[config.mk]
export PLATFORM = sky130hd
export DESIGN_NAME = prog_loader
export DESIGN_NICKNAME = d
export VERILOG_FILES = /design/src/rtl/prog_loader.sv
export SDC_FILE = /design/constraint.sdc
export NUM_CORES = 1
export LEC_CHECK = 0
export BUFFER_PORTS_ARGS = -buffer_cell sky130_fd_sc_hd__buf_4
export CORE_MARGIN = 3
export CORE_UTILIZATION = 38
export DETAILED_ROUTE_END_ITERATION = 7
export GPL_ROUTABILITY_DRIVEN = 1
export PLACE_DENSITY_LB_ADDON = 0.1
export SKIP_CTS_REPAIR_TIMING = 1
export SYNTH_ARGS = -nofsm -noshare
export SYNTH_HDL_FRONTEND = slang
export SYNTH_SLANG_ARGS = --single-unit
[constraint.sdc]
create_clock -name clk -period 6.9 [get_ports clk]
set_clock_uncertainty 0.15 [all_clocks]
set_input_delay 0.345 -clock clk [delete_from_list [all_inputs] [get_ports clk]]
set_output_delay 0.345 -clock clk [all_outputs]
set_load 0.02 [all_outputs]
[src/rtl/prog_loader.sv]
// prog_loader: streams program words into instruction memory, then enables the CPU.
// Define LOADER_READBACK_EN to add a checksum readback pass (VERIFY and ERR states).
module prog_loader #(
    parameter int unsigned ADDR_W = 9,
    parameter int unsigned DATA_W = 32
) (
    input  logic              clk,
    input  logic              arst_n,
    input  logic              start,
    input  logic [ADDR_W:0]   n_words,
    input  logic              s_valid,
    input  logic [DATA_W-1:0] s_data,
    output logic              s_ready,
    output logic [63:0]       addr_ext,
    output logic              wen_ext,
    output logic              ren_ext,
    output logic [DATA_W-1:0] wdata_ext,
    input  logic [DATA_W-1:0] rdata_ext,
    output logic              cpu_enable,
    output logic              busy,
    output logic              done,
    output logic              err
);

`ifdef LOADER_READBACK_EN
    typedef enum logic [2:0] {IDLE, LOAD, VERIFY, RUN, ERR} state_e;
`else
    typedef enum logic [1:0] {IDLE, LOAD, RUN} state_e;
`endif

    localparam logic [ADDR_W:0] MAX_WORDS = {1'b1, {ADDR_W{1'b0}}};

    state_e              state_q, state_d;
    logic [ADDR_W:0]     n_q, n_d;
    logic [ADDR_W:0]     acc_q, acc_d;
    logic [DATA_W-1:0]   sum_q, sum_d;
    logic                wen_q, wen_d;
    logic [ADDR_W-1:0]   addr_q, addr_d;
    logic [DATA_W-1:0]   wdata_q, wdata_d;
    logic                load_room;
    logic                accept;

`ifdef LOADER_READBACK_EN
    logic                ren_q, ren_d;
    logic                rd_pend_q, rd_pend_d;
    logic [ADDR_W:0]     rd_idx_q, rd_idx_d;
    logic [DATA_W-1:0]   rsum_q, rsum_d;
    logic [DATA_W-1:0]   rsum_nxt;

    assign rsum_nxt = rsum_q + rdata_ext;
`else
    logic                unused_rdata;

    assign unused_rdata = ^rdata_ext;
`endif

    assign load_room = (acc_q < n_q);
    assign accept    = (state_q == LOAD) && load_room && s_valid;

    always_comb begin
        state_d = state_q;
        n_d     = n_q;
        acc_d   = acc_q;
        sum_d   = sum_q;
        wen_d   = 1'b0;
        addr_d  = addr_q;
        wdata_d = wdata_q;
`ifdef LOADER_READBACK_EN
        ren_d     = 1'b0;
        rd_pend_d = ren_q;
        rd_idx_d  = rd_idx_q;
        rsum_d    = rsum_q;
`endif
        case (state_q)
            LOAD: begin
                if (accept) begin
                    wen_d   = 1'b1;
                    addr_d  = acc_q[ADDR_W-1:0];
                    wdata_d = s_data;
                    acc_d   = acc_q + 1'b1;
                    sum_d   = sum_q + s_data;
                end
                // acc_q reaches n_q in the cycle the last write is on the bus
                if (acc_q == n_q) begin
`ifdef LOADER_READBACK_EN
                    state_d  = VERIFY;
                    ren_d    = 1'b1;
                    addr_d   = '0;
                    rd_idx_d = {{ADDR_W{1'b0}}, 1'b1};
                    rsum_d   = '0;
`else
                    state_d  = RUN;
`endif
                end
            end
`ifdef LOADER_READBACK_EN
            VERIFY: begin
                if (ren_q && (rd_idx_q < n_q)) begin
                    ren_d    = 1'b1;
                    addr_d   = rd_idx_q[ADDR_W-1:0];
                    rd_idx_d = rd_idx_q + 1'b1;
                end
                if (rd_pend_q) begin
                    rsum_d = rsum_nxt;
                    // data pending with no read issued means this is the final word
                    if (!ren_q) begin
                        state_d = (rsum_nxt == sum_q) ? RUN : ERR;
                    end
                end
            end
`endif
            default: begin
                if (start) begin
                    if (n_words == '0) begin
                        state_d = RUN;
                    end else begin
                        state_d = LOAD;
                        n_d     = (n_words > MAX_WORDS) ? MAX_WORDS : n_words;
                        acc_d   = '0;
                        sum_d   = '0;
                    end
                end
            end
        endcase
    end

    always_ff @(posedge clk) begin
        if (!arst_n) begin
            state_q <= IDLE;
            n_q     <= '0;
            acc_q   <= '0;
            sum_q   <= '0;
            wen_q   <= 1'b0;
            addr_q  <= '0;
            wdata_q <= '0;
        end else begin
            state_q <= state_d;
            n_q     <= n_d;
            acc_q   <= acc_d;
            sum_q   <= sum_d;
            wen_q   <= wen_d;
            addr_q  <= addr_d;
            wdata_q <= wdata_d;
        end
    end

`ifdef LOADER_READBACK_EN
    always_ff @(posedge clk) begin
        if (!arst_n) begin
            ren_q     <= 1'b0;
            rd_pend_q <= 1'b0;
            rd_idx_q  <= '0;
            rsum_q    <= '0;
        end else begin
            ren_q     <= ren_d;
            rd_pend_q <= rd_pend_d;
            rd_idx_q  <= rd_idx_d;
            rsum_q    <= rsum_d;
        end
    end

    assign ren_ext = ren_q;
    assign err     = (state_q == ERR);
    assign busy    = (state_q == LOAD) || (state_q == VERIFY);
`else
    assign ren_ext = 1'b0;
    assign err     = 1'b0;
    assign busy    = (state_q == LOAD);
`endif

    assign s_ready    = (state_q == LOAD) && load_room;
    assign wen_ext    = wen_q;
    assign wdata_ext  = wdata_q;
    assign addr_ext   = {{(64 - ADDR_W - 2){1'b0}}, addr_q, 2'b00};
    assign cpu_enable = (state_q == RUN);
    assign done       = (state_q == RUN);

endmodule

==> results of run 1 <==
## Yosys cell counts (all sizes together) (2+ instances only)
cell type / number
buf: 64
and2: 2
and3: 2
nand3b: 10
nor2: 50
nand2b: 2
mux2i: 40
or4: 4
a31oi: 2
nor3: 2
o21ai: 3
dfxtp: 64
nand3: 9
nor4: 4
o211ai: 7
nand2: 23
ha: 11
a31o: 2
a21oi: 16
a311oi: 2
nand4: 6
inv: 14
clkbuf: 12
## flip-flops by register name (all words and copies together) (netlist names)
register / count
acc_q: 10
addr_q: 9
n_q: 10
state_q: 2
wdata_ext: 32
wen_ext: 1
## per-stage QoR
stage / hold slack, ns / utilization / power, µW / worst slack (ns) / instance area, µm²
finish: 0.0858 / 0.483 / 848 / 3.81 / 3990
CTS: 0.0699 / 0.483 / 860 / 3.84 / 3990
detailed placement: 0.295 / 0.459 / 532 / 3.86 / 3790
global route: 0.0886 / 0.483 / 888 / 3.65 / 3990
global placement: 0.294 / 0.459 / 531 / 3.90 / 3790
floorplan: 0.282 / - / 510 / 4.44 / 3470
## critical path, cell delays in order, from the launching register on
cell,delay [ns]
dfxtp_1,0.45
ha_1,0.30
a21oi_1,0.29
o2111ai_4,0.17
or4_1,0.95
or4_1,0.61
o211ai_1,0.09
## per-layer routing
layer  wire length (µm)  GRT usage  vias to the layer above
met5                  0          0                        -
met4                112     0.0599                        0
met3                710     0.0609                       11
met2               3310      0.247                      111
met1               3220      0.184                     1206
li1                   -          -                     1305
## power by group through the flow
stage / Clock (µW) / Combinational (µW) / Sequential (µW)
6_report: 324 / 138 / 386
5_1_grt: 350 / 150 / 387
4_1_cts: 336 / 138 / 386
3_5_place_dp: 0 / 138 / 394
3_3_place_gp: 0 / 137 / 394
2_1_floorplan: 0 / 108 / 402
## layout by cell type (no fill, tap or decap), types with 2 or more instances in the layout
cell type  count
a21oi_1       16
inv_1         13
nor4_1         3
buf_4         93
and2_1         2
ha_1          11
nand4_1        6
clkbuf_8      10
a31o_2         2
o211ai_1       7
nand3_1        9
or4_1          4
conb_1        57
mux2i_1       40
nor2_1        50
and3_1         2
a31oi_1        2
dfxtp_1       64
clkinv_2       3
o21ai_0        3
nor3_1         2
a311oi_1       2
nand3b_1      10
nand2_1       23
## cells by family after synthesis
family                     Yosys count
buffers and inverters               91
and+or+nand+nor                    116
DFF                                 64
other                                1
muxes                               40
adders and majority gates           11
AOI/OAI and AO/OA                   41
## cell type report
type | instances | area (µm²)
Inverter | 15 | 57.6
Multi-Input combinational cell | 265 | 1620
Fill cell | 842 | 4270
Timing Repair Buffer | 93 | 698
Tap cell | 105 | 131
Clock inverter | 5 | 56.3
Clock buffer | 11 | 141
Sequential cell | 64 | 1280
## worst paths after layout
path | endpoint | slack [ns] | cells after the start
worst max-delay path | acc_q[5]$_SDFFE_PN0P_ | 3.81 | 6
worst min-delay path | wdata_ext[23]$_SDFFE_PN0P_ | 0.09 | 3
worst max register to register | acc_q[5]$_SDFFE_PN0P_ | 3.81 | 6
worst min register to register | n_q[5]$_SDFFE_PN0P_ | 0.30 | 2
==> results.yml, run 1 <==
synthesis:
  synth_largest_area_cell: "dfxtp_1"
  synth_cell_types: 39
  synth_edf_count: 0
  synth_seq_cells: 64
  syn_area_um2: 3260
  synth.area.top_cells: "dfxtp_1 (39%), buf_4 (14%), mux2i_1 (12%)"
  postSynth.asyncResetShare: 0
  synth_top_family_by_area: "buffers and inverters"
  synth_top_area_share: 0.393
  synthMuxAreaShare: 0.123
  synth_area_per_cell_um2: 8.95
  synthAdderAreaFrac: 0.0422
  synth_compound_area_frac: 0.0902
  synthSimpleGateAreaFrac: 0.174
  ys.flop_type: "dfxtp_1"
  synth-xor-area-share: 0
  seq_area_frac_synth: 0.393
  synth_warnings: 0
  netlist_instances: 364
timing:
  rsz0062_at_grt: "no"
  tightest_slew_ns: 0.817
  tns_ns: 0
  relSlewSlack: 0.455
  timing.fmax_mhz: 324
  slew_violations: 0
  setup_viol: 0
  finalCriticalPeriod_ns: 3.09
  finalCritPeriodShare: 0.448
  finalHoldViolations: 0
hold_path:
  worstHoldPathType: "primary input to flop"
  min_from: "s_data[23]"
global_routing:
  grt_pass1_vias: 2570
  antenna_found_initial: 0
  grt_pass1_wl_um: 12100
  track_usage: 0.153
  overflow: 0
  grt_max_degree: 45
layout:
  n_antenna_cell: 0
  drive_above_1_share: 0.254
  area_delta_synth_final_pct: 22.4
  fin_nets: 537
  stdcell_count: 558
pwr:
  clock_power_share: 0.382
  comb_power_share: 0.163
  p_leak_uw: 0.00176
  switching_power_uw: 243
  pwr-share-seq: 0.455
  power.internal_uw: 605
  ir_drop_mv: 0.103
  power_density_nw_per_um2: 213
  sw_frac_of_total: 0.287
routing:
  drc: 0
  viasPerCell: 4.72
  drt_wl_total_um: 7350
  dr_total_vias: 2633
  dr.pass1.iters: 4
  drt_iter0_drc: 128
  avgRoutedWirePerCell_um: 13.2
  drt.antenna.violating_nets: 0
run:
  drv_cap: 0
critical_path:
  r2r_start: "acc_q[5]$_SDFFE_PN0P_"
  worstSetupPathType: "flop to flop"
  cp_data_arrival_time_ns: 3.20
  crit_required_ns: 7.01
  critPathMaxFanout: 17
  cp-end-kind: "flop"
  crit_start: "acc_q[5]$_SDFFE_PN0P_"
  cp-start-kind: "flop"
clock_network:
  cts_tree: "yes"
  cts.htree.levels: 3
  clockRootBuffer: "clkbuf_8"
  cts.sinks: 64
  cts_made_buffers: 9
  clk_transition_reported_paths_ns: 0.07
  cts_buffer_depth: 2
  clock_latency_ns: 0.34
placed_design:
  post-place-cells: 542
  place.gp.congestion: 0.786
  dp_hpwl_um: 5210
  io_buffers: 91
die:
  ios: 181
  fp-row-count: 33
  die_h_um: 98.6
  dieArea_um2: 9720
  coreArea_um2: 8260
  die_width_um: 98.6
  initial_core_util: 0.395
run_status:
  status: "completed"
(Power assumes the default switching activity.)
==> inputs of run 2 (changes only) <==
==> constraint.sdc (replaced) <==
create_clock -name clk -period 3 [get_ports clk]
set_clock_uncertainty 0.15 [all_clocks]
set_input_delay 0.15 -clock clk [delete_from_list [all_inputs] [get_ports clk]]
set_output_delay 0.15 -clock clk [all_outputs]
set_load 0.02 [all_outputs]
==> run 2 against run 1 <==
  * Worst hold slack improved by 0.015 ns
  * Combinational power increased to 2.7 times the previous value
  * Cell count increased by 8.8%
  * Critical path type unchanged
  * Largest power group unchanged
==> results.yml, run 2 (synthesis gave the netlist of run 1 again) <==
critical_path:
  crit_required_ns: 3.12
  worstSetupPathType: "flop to flop"
  cp-end-kind: "flop"
  regToRegSetupSlack_ns: 0.19
  cp_data_arrival_time_ns: 2.93
  cp-start-kind: "flop"
  r2r_start: "acc_q[5]$_SDFFE_PN0P_"
  ff2ff_path_depth: 7
  critPathMaxFanout: 10
  r2r-end: "acc_q[8]$_SDFFE_PN0P_"
timing:
  hold_ws_ns: 0.100
  finalCritPeriodShare: 0.937
  timing.fmax_mhz: 356
  tns_ns: 0
  finalHoldViolations: 0
  tightest_slew_ns: 0.655
  rsz0062_at_grt: "no"
  finalCriticalPeriod_ns: 2.81
  setup_viol: 0
  relSlewSlack: 0.558
  slew_violations: 0
routing:
  drt.antenna.violating_nets: 0
  met1_length_um: 3450
  avgRoutedWirePerCell_um: 13.1
  viasPerCell: 4.62
  maxUsedRoutingLayer: "met4"
  dr_total_vias: 2805
  drt_wl_total_um: 7940
  drt_iter0_drc: 102
  wl_met2_um: 3770
  dr.pass1.iters: 4
  wl_met3_um: 652
  drc: 0
placed_design:
  placed_area_um2: 3860
  place.gp.congestion: 0.790
  io_buffers: 91
  dp_hpwl_um: 5330
global_routing:
  overflow: 0
  track_usage: 0.150
  grt_pass1_wl_um: 11800
  antenna_found_initial: 0
  grt_pass1_vias: 2540
  grt_max_degree: 52
layout:
  largest_reg_flops: 32
  layout_commonest_cell: "buf_4"
  final_core_util: 0.544
  post-route-cell-area_um2: 4500
  drive_above_1_share: 0.243
  n_antenna_cell: 0
  area_delta_synth_final_pct: 38.0
  layout_common_cells: "buf_4 (97), dfxtp_1 (64), conb_1 (57)"
  fin_nets: 586
hold_path:
  worstHoldPathType: "primary input to flop"
  worstHoldEndpoint: "acc_q[1]$_SDFFE_PN0P_"
  whs_path_depth: 4
  min_from: "start"
clock_network:
  clk_transition_reported_paths_ns: 0.07
  cts_tree: "yes"
  clock_latency_ns: 0.33
  cts.htree.levels: 3
  clockRootBuffer: "clkbuf_8"
  cts_made_buffers: 9
  cts_buffer_depth: 2
  cts.sinks: 64
die:
  die_width_um: 98.6
  dieArea_um2: 9720
  initial_core_util: 0.395
  coreArea_um2: 8260
  die_h_um: 98.6
  ios: 181
  fp-row-count: 33
run_status:
  status: "completed"
run:
  drv_cap: 0
pwr:
  power_density_nw_per_um2: 452
  p_leak_uw: 0.00198
  ir_drop_mv: 0.292
## run 2: final cells by class
cell class | count | area (µm²)
clock buffers | 10 | 138
fillers | 781 | 3760
inverters | 15 | 57.6
flip-flops and latches | 64 | 1280
multi-input cells | 265 | 1620
repair buffers | 142 | 1200
clock inverters | 6 | 68.8
well taps | 105 | 131
## run 2: where the power goes
group	leakage (µW)	switching (µW)	internal (µW)
Sequential	0.000518	14.2	874
Combinational	0.00136	217	156
Clock	0.000102	360	409
## run 2: per-layer routing
metal	GRT usage	vias up
li1	-	1409
met1	0.181	1281
met2	0.236	109
met3	0.0750	6
met4	0.0452	0
met5	0	-
## run 2: how the worst max path moves through the flow
stage,cells past startpoint,endpoint,start
floorplan,8,acc_q[6]$_SDFFE_PN0P_,n_q[5]$_SDFFE_PN0P_
global placement,6,acc_q[6]$_SDFFE_PN0P_,acc_q[5]$_SDFFE_PN0P_
detailed placement,7,acc_q[8]$_SDFFE_PN0P_,acc_q[8]$_SDFFE_PN0P_
CTS,7,acc_q[8]$_SDFFE_PN0P_,acc_q[5]$_SDFFE_PN0P_
global route,7,acc_q[8]$_SDFFE_PN0P_,acc_q[7]$_SDFFE_PN0P_
finish,7,acc_q[8]$_SDFFE_PN0P_,acc_q[5]$_SDFFE_PN0P_
## run 2: critical path, stage by stage (launching register included)
cell       delay (ns)
dfxtp_1          0.44
ha_1             0.30
a21oi_1          0.27
o2111ai_4        0.16
or4_1            0.75
buf_4            0.25
nor4b_1          0.27
a311o_1          0.16
## run 2: through the flow
step                total power [µW]  setup slack (ns)  std cells
floorplan                       1170             0.543        420
global placement                1230             0.243        548
detailed placement              1230             0.196        548
CTS                             2010             0.160        564
global route                    2140            0.0526        607
finish                          2030             0.188        607
==> inputs of run 3 (changes only) <==
--- a/config.mk
+++ b/config.mk
@@ -6,8 +6,10 @@
 export NUM_CORES = 1
 export LEC_CHECK = 0
 export BUFFER_PORTS_ARGS = -buffer_cell sky130_fd_sc_hd__buf_4
+export CELL_PAD_IN_SITES_DETAIL_PLACEMENT = 0
+export CELL_PAD_IN_SITES_GLOBAL_PLACEMENT = 1
 export CORE_MARGIN = 3
-export CORE_UTILIZATION = 38
+export CORE_UTILIZATION = 31
 export DETAILED_ROUTE_END_ITERATION = 7
 export GPL_ROUTABILITY_DRIVEN = 1
 export PLACE_DENSITY_LB_ADDON = 0.1
==> run 3 against run 2 <==
  * Critical path depth down 1
  * Worst setup slack better by 0.065 ns
  * Global-route usage down 1.6 points
  * Cell count is 5.3% higher
  * Utilization decreased by 9.2 points
  * Register-to-register slack better by 0.06 ns
  * Combinational power up 1%
  * Fmax rose by 2.4%
  * Worst hold slack got worse by 0.010 ns
  * Clock power shrank 11%
  * Sequential power barely moved
  * Clock-buffer cell count is 2 higher
  * Critical path type unchanged
  * Largest cell class unchanged
  * Largest power group unchanged
==> results.yml, run 3 (synthesis gave the netlist of run 1 again) <==
run_status:
  status: "completed"
pwr:
  sw_frac_of_total: 0.293
  clock_power_share: 0.351
  power.internal_uw: 1380
  comb_power_share: 0.194
  ir_drop_mv: 0.260
  power_density_nw_per_um2: 431
  p_leak_uw: 0.00198
  pwr-share-seq: 0.455
  switching_power_uw: 571
global_routing:
  overflow: 0
  grt_max_degree: 34
  antenna_found_initial: 0
  grt_pass1_wl_um: 12300
  track_usage: 0.134
  grt_pass1_vias: 2532
die:
  dieArea_um2: 11800
  coreArea_um2: 10000
  die_width_um: 109
  initial_core_util: 0.326
  fp-row-count: 36
  die_h_um: 109
  ios: 181
layout:
  layout_common_cells: "buf_4 (102), dfxtp_1 (64), conb_1 (57)"
  area_delta_synth_final_pct: 38.9
  largest_reg_flops: 32
  fin_nets: 590
  nFillCells: 985
  drive_above_1_share: 0.247
  final_core_util: 0.453
  layout_commonest_cell: "buf_4"
  n_antenna_cell: 0
critical_path:
  crit_required_ns: 3.10
  r2r_start: "acc_q[5]$_SDFFE_PN0P_"
  cp_data_arrival_time_ns: 2.85
  r2r-end: "acc_q[5]$_SDFFE_PN0P_"
  crit_chain: "ha_1 -> a21oi_1 -> o2111ai_4 -> or4_1 -> or4_1 -> o211ai_1"
  cp-start-kind: "flop"
  worstSetupPathType: "flop to flop"
  worst-path-buf-inv: 0
  cp-end-kind: "flop"
  ff2ff_path_depth: 6
  cp_top_family: "simple AND/OR/NAND/NOR gates"
  regToRegSetupSlack_ns: 0.25
  slowest_stage: "or4_1"
  worstSetupEndpoint: "acc_q[5]$_SDFFE_PN0P_"
  critical_path_depth: 6
  crit_start: "acc_q[5]$_SDFFE_PN0P_"
  critPathMaxFanout: 7
  critical-path-max-stage-delay_ns: 0.70
  crit_path_frequent_cell: "or4_1"
clock_network:
  cts_tree: "yes"
  cts_made_buffers: 9
  clockRootBuffer: "clkbuf_8"
  cts.htree.levels: 3
  cts_buffer_depth: 2
  clk_transition_reported_paths_ns: 0.07
  cts.sinks: 64
  clock_latency_ns: 0.33
routing:
  drt_iter0_drc: 105
  drt_wl_total_um: 8180
  viasPerCell: 4.43
  dr.pass1.iters: 5
  avgRoutedWirePerCell_um: 12.8
  drt.antenna.violating_nets: 0
  drc: 0
  dr_total_vias: 2828
timing:
  tightest_slew_ns: 0.509
  tns_ns: 0
  finalCritPeriodShare: 0.916
  setup_viol: 0
  finalCriticalPeriod_ns: 2.75
  slew_violations: 0
  rsz0062_at_grt: "no"
  finalHoldViolations: 0
  relSlewSlack: 0.656
  timing.fmax_mhz: 364
placed_design:
  io_buffers: 91
  dp_hpwl_um: 5740
  place.gp.congestion: 0.771
run:
  drv_cap: 0
hold_path:
  worstHoldPathType: "primary input to flop"
## run 3: power groups by stage
stage	sequential (µW)	clock, µW	combinational (µW)
floorplan	924	0	249
global placement	906	0	331
detailed placement	907	0	334
CTS	888	716	335
global route	892	746	415
finish	888	684	378
## run 3: stage by stage
step / instances / hold WS [ns] / worst slack [ns] / area (µm²) / total power, µW
detailed placement: 580 / 0.240 / 0.281 / 3910 / 1240
CTS: 596 / -0.122 / 0.246 / 4100 / 1940
finish: 639 / 0.0901 / 0.253 / 4530 / 1950
floorplan: 420 / 0.147 / 0.543 / 3470 / 1170
global placement: 580 / 0.233 / 0.303 / 3910 / 1240
global route: 639 / 0.136 / 0.136 / 4530 / 2050
## run 3: worst min-delay path by stage
| stage | slack, ns | startpoint | cells past startpoint | end |
|---|---|---|---|---|
| after floorplan | 0.15 | s_data[0] | 2 | wdata_ext[0]$_SDFFE_PN0P_ |
| after global placement | 0.23 | s_data[28] | 3 | wdata_ext[28]$_SDFFE_PN0P_ |
| after detailed placement | 0.24 | s_data[12] | 3 | wdata_ext[12]$_SDFFE_PN0P_ |
| after CTS | -0.12 | s_data[15] | 3 | wdata_ext[15]$_SDFFE_PN0P_ |
| after global routing | 0.14 | start | 4 | acc_q[1]$_SDFFE_PN0P_ |
| final | 0.09 | start | 4 | acc_q[1]$_SDFFE_PN0P_ |
## run 3: metal layers
| layer | track usage | share of wire | wire length (µm) |
|---|---|---|---|
| met1 | 0.165 | 0.41 | 3360 |
| met2 | 0.216 | 0.50 | 4070 |
| met3 | 0.0585 | 0.084 | 688 |
| met4 | 0.0325 | 0.0079 | 65 |
| met5 | 0 | 0 | 0 |
## run 3: area by class of cell
class	count	area [µm²]	area share
clock buffers	12	155	0.0343
clock inverters	4	28.8	0.00636
multi-input cells	265	1620	0.358
repair buffers	146	1220	0.269
flip-flops and latches	64	1280	0.283
inverters	15	57.6	0.0127
well taps	133	166	0.0368
## run 3: tightest hold or removal path: stages
cell	delay, ns
buf_4	0.12
nor3_1	0.05
a31oi_1	0.13
o31ai_1	0.07
